### config.mk
export PLATFORM = sky130hd
export DESIGN_NAME = pixel_readout
export DESIGN_NICKNAME = d
export VERILOG_FILES = /design/src/rtl/pixel_readout_pkg.sv /design/src/rtl/pixel_bank_ram.sv /design/src/rtl/pixel_readout.sv
export SDC_FILE = /design/constraint.sdc
export NUM_CORES = 1
export LEC_CHECK = 0
export ABC_AREA = 1
export CORE_UTILIZATION = 58
export DETAILED_ROUTE_END_ITERATION = 10
export PLACE_DENSITY = 0.78
export SETUP_SLACK_MARGIN = 0.1
export SLEW_MARGIN = 25
export SYNTH_ARGS = -nofsm -noshare
export SYNTH_HDL_FRONTEND = slang
export SYNTH_SLANG_ARGS = --single-unit
### constraint.sdc
create_clock -name clk -period 3.1 [get_ports clk]
set_input_delay 0.465 -clock clk [delete_from_list [all_inputs] [get_ports clk]]
set_output_delay 0.465 -clock clk [all_outputs]
set_load 0.01 [all_outputs]
### src/rtl/pixel_readout_pkg.sv
// Shared types and default geometry for the pixel readout path.
// The PIXEL_COUNT/DATA_W defaults must match the sensor controller's read length.
package pixel_readout_pkg;

    localparam int PIXEL_COUNT_DEF = 4;
    localparam int DATA_W_DEF      = 8;
    localparam int DROP_W_DEF      = 8;

    typedef enum logic [1:0] {
        EMPTY,
        FILLING,
        FULL,
        DRAINING
    } bank_state_t;

    typedef enum logic [1:0] {
        IDLE,
        FETCH,
        STREAM
    } drain_state_t;

endpackage

### src/rtl/pixel_bank_ram.sv
// Simple dual-port frame RAM: one write port, one registered read port.
// The bank select is the address MSB, so both frame banks share one array.
module pixel_bank_ram #(
    parameter int ADDR_W = 3,
    parameter int DATA_W = 8
) (
    input  logic              clk,
    input  logic              reset,
    input  logic              i_wr_en,
    input  logic [ADDR_W-1:0] i_wr_addr,
    input  logic [DATA_W-1:0] i_wr_data,
    input  logic              i_rd_en,
    input  logic [ADDR_W-1:0] i_rd_addr,
    output logic [DATA_W-1:0] o_rd_data
);

    localparam int DEPTH = 1 << ADDR_W;

    logic [DATA_W-1:0] r_mem [DEPTH];
    logic [DATA_W-1:0] r_rd_data;

    // NOTE: the storage array has no reset so it maps onto block RAM; bank
    // state alone decides whether its contents are meaningful.
    always_ff @(posedge clk) begin
        if (i_wr_en) begin
            r_mem[i_wr_addr] <= i_wr_data;
        end
    end

    always_ff @(posedge clk) begin
        if (!reset) begin
            r_rd_data <= '0;
        end else if (i_rd_en) begin
            r_rd_data <= r_mem[i_rd_addr];
        end
    end

    assign o_rd_data = r_rd_data;

endmodule

### src/rtl/pixel_readout.sv
// Double-buffered capture of ADC pixel words with a valid/ready frame stream out.
// Optional black-level clamp: define PIXEL_READOUT_BLACK_CLAMP_EN.
import pixel_readout_pkg::*;

module pixel_readout #(
    parameter int PIXEL_COUNT = PIXEL_COUNT_DEF,
    parameter int DATA_W      = DATA_W_DEF,
    parameter int SEL_W       = $clog2(PIXEL_COUNT),
    parameter int DROP_W      = DROP_W_DEF
) (
    input  logic              clk,
    input  logic              reset,
    input  logic              read,
    input  logic [SEL_W-1:0]  pixel_select,
    input  logic [DATA_W-1:0] pixel_data,
`ifdef PIXEL_READOUT_BLACK_CLAMP_EN
    input  logic [DATA_W-1:0] black_level,
`endif
    output logic              out_valid,
    input  logic              out_ready,
    output logic [DATA_W-1:0] out_data,
    output logic              out_last,
    output logic              busy,
    output logic [DROP_W-1:0] drop_count
);

    localparam logic [SEL_W-1:0] LAST_SEL = SEL_W'(PIXEL_COUNT - 1);

    bank_state_t       r_bank_state [2];
    bank_state_t       w_bank_next  [2];
    drain_state_t      r_drain_state;
    drain_state_t      w_drain_next;
    logic              r_wr_ptr;
    logic              r_rd_ptr;
    logic              r_read_q;
    logic              r_frame_end_q;
    logic              r_ignore;
    logic [SEL_W-1:0]  r_rd_idx;
    logic [SEL_W-1:0]  w_rd_idx_next;
    logic [DROP_W-1:0] r_drop_count;

    logic              w_burst_start;
    logic              w_wr_bank_free;
    logic              w_capture;
    logic              w_commit;
    logic              w_abort;
    logic              w_drop_burst;
    logic              w_last_xfer;
    logic              w_ram_rd_en;
    logic [SEL_W:0]    w_ram_rd_addr;
    logic [DATA_W-1:0] w_ram_q;

    // A new frame begins on a read rising edge or straight after a frame's last pixel.
    assign w_burst_start  = read && (!r_read_q || r_frame_end_q);
    assign w_wr_bank_free = (r_bank_state[r_wr_ptr] == EMPTY) ||
                            (w_last_xfer && (r_rd_ptr == r_wr_ptr));
    assign w_capture      = read && (w_burst_start ? w_wr_bank_free : !r_ignore);
    assign w_drop_burst   = w_burst_start && !w_wr_bank_free;
    assign w_commit       = w_capture && (pixel_select == LAST_SEL);
    assign w_abort        = !read && (r_bank_state[r_wr_ptr] == FILLING);

    // NOTE: every combinational output gets a default before the case so no
    // path leaves it unassigned and infers a latch.
    always_comb begin
        w_drain_next  = r_drain_state;
        w_rd_idx_next = r_rd_idx;
        w_ram_rd_en   = 1'b0;
        w_ram_rd_addr = {r_rd_ptr, r_rd_idx};
        w_last_xfer   = 1'b0;
        case (r_drain_state)
            IDLE: begin
                if (r_bank_state[r_rd_ptr] == FULL) begin
                    w_drain_next = FETCH;
                end
            end
            FETCH: begin
                w_ram_rd_en   = 1'b1;
                w_rd_idx_next = '0;
                w_ram_rd_addr = {r_rd_ptr, {SEL_W{1'b0}}};
                w_drain_next  = STREAM;
            end
            STREAM: begin
                if (out_ready) begin
                    if (r_rd_idx == LAST_SEL) begin
                        w_last_xfer  = 1'b1;
                        w_drain_next = (r_bank_state[~r_rd_ptr] == FULL) ? FETCH : IDLE;
                    end else begin
                        // Prefetch the next pixel on the transfer edge: no bubbles.
                        w_ram_rd_en   = 1'b1;
                        w_rd_idx_next = r_rd_idx + SEL_W'(1);
                        w_ram_rd_addr = {r_rd_ptr, w_rd_idx_next};
                    end
                end
            end
            default: w_drain_next = IDLE;
        endcase
    end

    // Write-side updates come last so a capture wins over a same-edge free.
    always_comb begin
        w_bank_next = r_bank_state;
        if (r_drain_state == FETCH) begin
            w_bank_next[r_rd_ptr] = DRAINING;
        end
        if (w_last_xfer) begin
            w_bank_next[r_rd_ptr] = EMPTY;
        end
        if (w_abort) begin
            w_bank_next[r_wr_ptr] = EMPTY;
        end
        if (w_capture) begin
            w_bank_next[r_wr_ptr] = w_commit ? FULL : FILLING;
        end
    end

    // NOTE: state registers use non-blocking assignments so every register
    // samples pre-edge values regardless of statement order.
    always_ff @(posedge clk) begin
        if (!reset) begin
            r_bank_state  <= '{EMPTY, EMPTY};
            r_drain_state <= IDLE;
            r_wr_ptr      <= 1'b0;
            r_rd_ptr      <= 1'b0;
            r_read_q      <= 1'b0;
            r_frame_end_q <= 1'b0;
            r_ignore      <= 1'b0;
            r_rd_idx      <= '0;
            r_drop_count  <= '0;
        end else begin
            r_bank_state  <= w_bank_next;
            r_drain_state <= w_drain_next;
            r_rd_idx      <= w_rd_idx_next;
            r_read_q      <= read;
            r_frame_end_q <= read && (pixel_select == LAST_SEL);
            if (!read) begin
                r_ignore <= 1'b0;
            end else if (w_burst_start) begin
                r_ignore <= !w_wr_bank_free;
            end
            if (w_commit) begin
                r_wr_ptr <= ~r_wr_ptr;
            end
            if (w_last_xfer) begin
                r_rd_ptr <= ~r_rd_ptr;
            end
            if ((w_drop_burst || w_abort) && (r_drop_count != '1)) begin
                r_drop_count <= r_drop_count + DROP_W'(1);
            end
        end
    end

    pixel_bank_ram #(
        .ADDR_W (SEL_W + 1),
        .DATA_W (DATA_W)
    ) u_ram (
        .clk       (clk),
        .reset     (reset),
        .i_wr_en   (w_capture),
        .i_wr_addr ({r_wr_ptr, pixel_select}),
        .i_wr_data (pixel_data),
        .i_rd_en   (w_ram_rd_en),
        .i_rd_addr (w_ram_rd_addr),
        .o_rd_data (w_ram_q)
    );

`ifdef PIXEL_READOUT_BLACK_CLAMP_EN
    logic [DATA_W-1:0] r_black [2];

    // Black level is latched per bank at commit and applied on the RAM output.
    always_ff @(posedge clk) begin
        if (!reset) begin
            r_black <= '{'0, '0};
        end else if (w_commit) begin
            r_black[r_wr_ptr] <= black_level;
        end
    end

    assign out_data = (w_ram_q > r_black[r_rd_ptr]) ? (w_ram_q - r_black[r_rd_ptr]) : '0;
`else
    assign out_data = w_ram_q;
`endif

    assign out_valid  = (r_drain_state == STREAM);
    assign out_last   = out_valid && (r_rd_idx == LAST_SEL);
    assign busy       = (r_bank_state[0] != EMPTY) || (r_bank_state[1] != EMPTY) ||
                        (r_drain_state != IDLE);
    assign drop_count = r_drop_count;

endmodule

==> impl_metrics.toml <==
[status]
outcome = "finished, final reports clean"

[yosys]
synthMuxAreaShare = 0
synth_fp_nets = 503
synth-simple-area-share = 0.241
synth_flop_cell = "edfxtp_1"
async_reset_ff_frac = 0
yosysUniqueCellTypes = 32
netlist_instances = 480
synth.avg_cell_area_um2 = 9.11
synth_compound_area_frac = 0.0635
synth-seq-area-share = 0.572
synthAdderAreaFrac = 0.0258
synth_seq_cells = 93
yosysWarnings = 0
synth_edf_count = 64
synth-xor-area-share = 0.00601
synth_top_family_by_area = "simple AND/OR/NAND/NOR gates"
syn-cell-area_mm2 = 0.00437

[pwr]
switchingPower_mw = 0.998
clkPwrFrac = 0.281
vdd_drop_max_v = 0.000350
pwr-share-comb = 0.258
p_per_area_mw_per_mm2 = 632
p_sw_frac = 0.315
internal_power_mw = 2.17
power.share.sequential = 0.461
p_leak_nw = 2.08

[floorplanning]
rows = 31
die_y_um = 88.8
initial_core_util = 0.603
core_area_mm2 = 0.00725
ios = 33
dieArea_mm2 = 0.00789
dieWidth_um = 88.8

[sta]
timing.final.hold_violations = 0
clock.fmax_mhz = 428
setup_viol = 0
max-slew-margin-rel = 0.527
tightest_slew_ns = 0.710
finalMaxSlewViolations = 0
setup_ws_ns = 0.764
fin_crit_ns = 2.34
fin_setup_tns_ns = 0
fin_skew_ns = 0.00584
finalCritPeriodShare = 0.754
rsz0062_at_grt = "no"

[routing]
ant_nets = 0
wl_per_cell_um = 15.8
remaining_drc_errors = 0
drt-pass1-iter-count = 5
drt-initial-drc-count = 255
wl_mm = 9.77
vias = 3311
viasPerCell = 5.36

[setup_path]
path_max_fanout = 6
worstSetupPathType = "flop to output pin"
crit_arrival_ns = 1.87
startpoint_type = "flop"
cp.required_ns = 2.63
crit_path_end_kind = "output pin"

[clock_tree]
clkTransAtPathRegs_ns = 0.09
worstSkewPairLatency_ns = 0.36
clock-sinks = 93
cts_buffers = 9
hold_buffers = 0
tritoncts = "done"
htreeDepth = 3
cts_buffer_depth = 2
cts_resized = 0
cts_root_buf = "clkbuf_8"
post-cts-setup-buffers = 0

[grt]
grt_first_pass_wirelength_mm = 15.4
antenna_found_initial = 0
grt.overflow.total = 0
track_usage = 0.273
grt_start_max_net_pins = 33
grt_pass1_vias = 2989

[placement]
dp_hpwl_mm = 6.88
post-place-ws_ns = 0.631
portBuffers = 32
place.gp.congestion = 0.853

[final_layout]
post-route-util = 0.690
fillers = 578
drive_above_1_share = 0.0829
multi_input_area_mm2 = 0.00147
finalNetCount = 537
area_delta_synth_final_pct = 14.5
seq_area_mm2 = 0.00250
diodes = 0

[flow_run]
max-cap-violations = 0

[min_path]
hold_path.class = "flop to flop"
[final timing paths]
check,start,end,slack (ns),cells past startpoint
max,r_drain_state[0],out_last,0.76,5
min,drop_count[2],drop_count[2],0.50,2
max reg2reg,r_drain_state[0],u_ram.r_mem[0][5],0.81,11
min reg2reg,drop_count[2],drop_count[2],0.50,2
[critical path, stage by stage (launching register included)]
cell and delay, ns:
dfxtp_1 0.36, inv_1 0.09, ha_1 0.29, nand2_1 0.15, inv_1 0.10, clkdlybuf4s50_1 0.53
[synth_stat cells (2+ instances only)]
cell	count	area (um^2)
a21oi_1	32	160
buf_2	7	35.0
buf_4	3	22.5
clkbuf_1	5	18.8
dfxtp_1	29	581
edfxtp_1	64	1920
ha_1	9	113
inv_1	78	293
inv_2	2	7.51
nand2_1	97	364
nand2_2	3	18.8
nand2_4	4	45.0
nand3_1	85	425
nand3_2	2	20.0
nor2_1	12	45.0
nor3_1	13	65.1
o21ai_0	17	85.1
or2_2	2	12.5
xor2_1	3	26.3
[state kept, by name, indices dropped and copies added (netlist names), 2 cells and up]
register / flops
drop_count: 8
r_bank_state: 4
r_drain_state: 2
r_rd_idx: 2
u_ram.o_rd_data: 8
u_ram.r_mem: 64
[logic make-up after synthesis]
family | count (synthesis)
and+or+nand+nor | 225
buffers and inverters | 98
DFF | 93
AOI/OAI and AO/OA | 52
adders and majority gates | 9
xor gates and xnor gates | 3
[cell usage in the layout, fill, tap and decap left out, drive strengths merged, types with 13 or more instances in the layout]
| cell type | instances |
|---|---|
| a21oi | 33 |
| clkdlybuf4s50 | 32 |
| dfxtp | 29 |
| edfxtp | 64 |
| inv | 81 |
| nand2 | 104 |
| nand3 | 87 |
| nor2 | 14 |
| nor3 | 13 |
| o21ai | 18 |
[power groups by stage]
stage | Clock, mW | Sequential (mW) | Combinational (mW)
2_1_floorplan | 0 | 1.49 | 0.529
3_3_place_gp | 0 | 1.48 | 0.795
3_5_place_dp | 0 | 1.49 | 0.811
4_1_cts | 0.894 | 1.46 | 0.817
5_1_grt | 0.945 | 1.47 | 0.911
6_report | 0.891 | 1.46 | 0.817
[metal layers]
metal  vias to the layer above  track usage  part of all wire
met5                         -            0                 0
met4                         0        0.116             0.017
met3                        16       0.0485             0.055
met2                       123        0.448              0.49
met1                      1523        0.359              0.44
li1                       1649            -                 -
[through the flow]
| stage | cells | power (mW) | hold WS, ns | area, um^2 |
|---|---|---|---|---|
| 2_1_floorplan | 480 | 2.02 | 0.478 | 4370 |
| 4_1_cts | 618 | 3.17 | 0.500 | 5010 |
| 6_report | 618 | 3.17 | 0.499 | 5010 |
| 3_5_place_dp | 602 | 2.30 | 0.485 | 4780 |
| 5_1_grt | 618 | 3.32 | 0.528 | 5010 |
| 3_3_place_gp | 602 | 2.28 | 0.483 | 4780 |
[layout make-up]
class / instances / area share
flip-flops and latches: 93 / 0.500
multi-input cells: 289 / 0.294
well taps: 99 / 0.0247
repair buffers: 41 / 0.0775
inverters: 80 / 0.0600
clock buffers: 9 / 0.0247
clock inverters: 7 / 0.0195
Power figures use the tool's default switching activity.
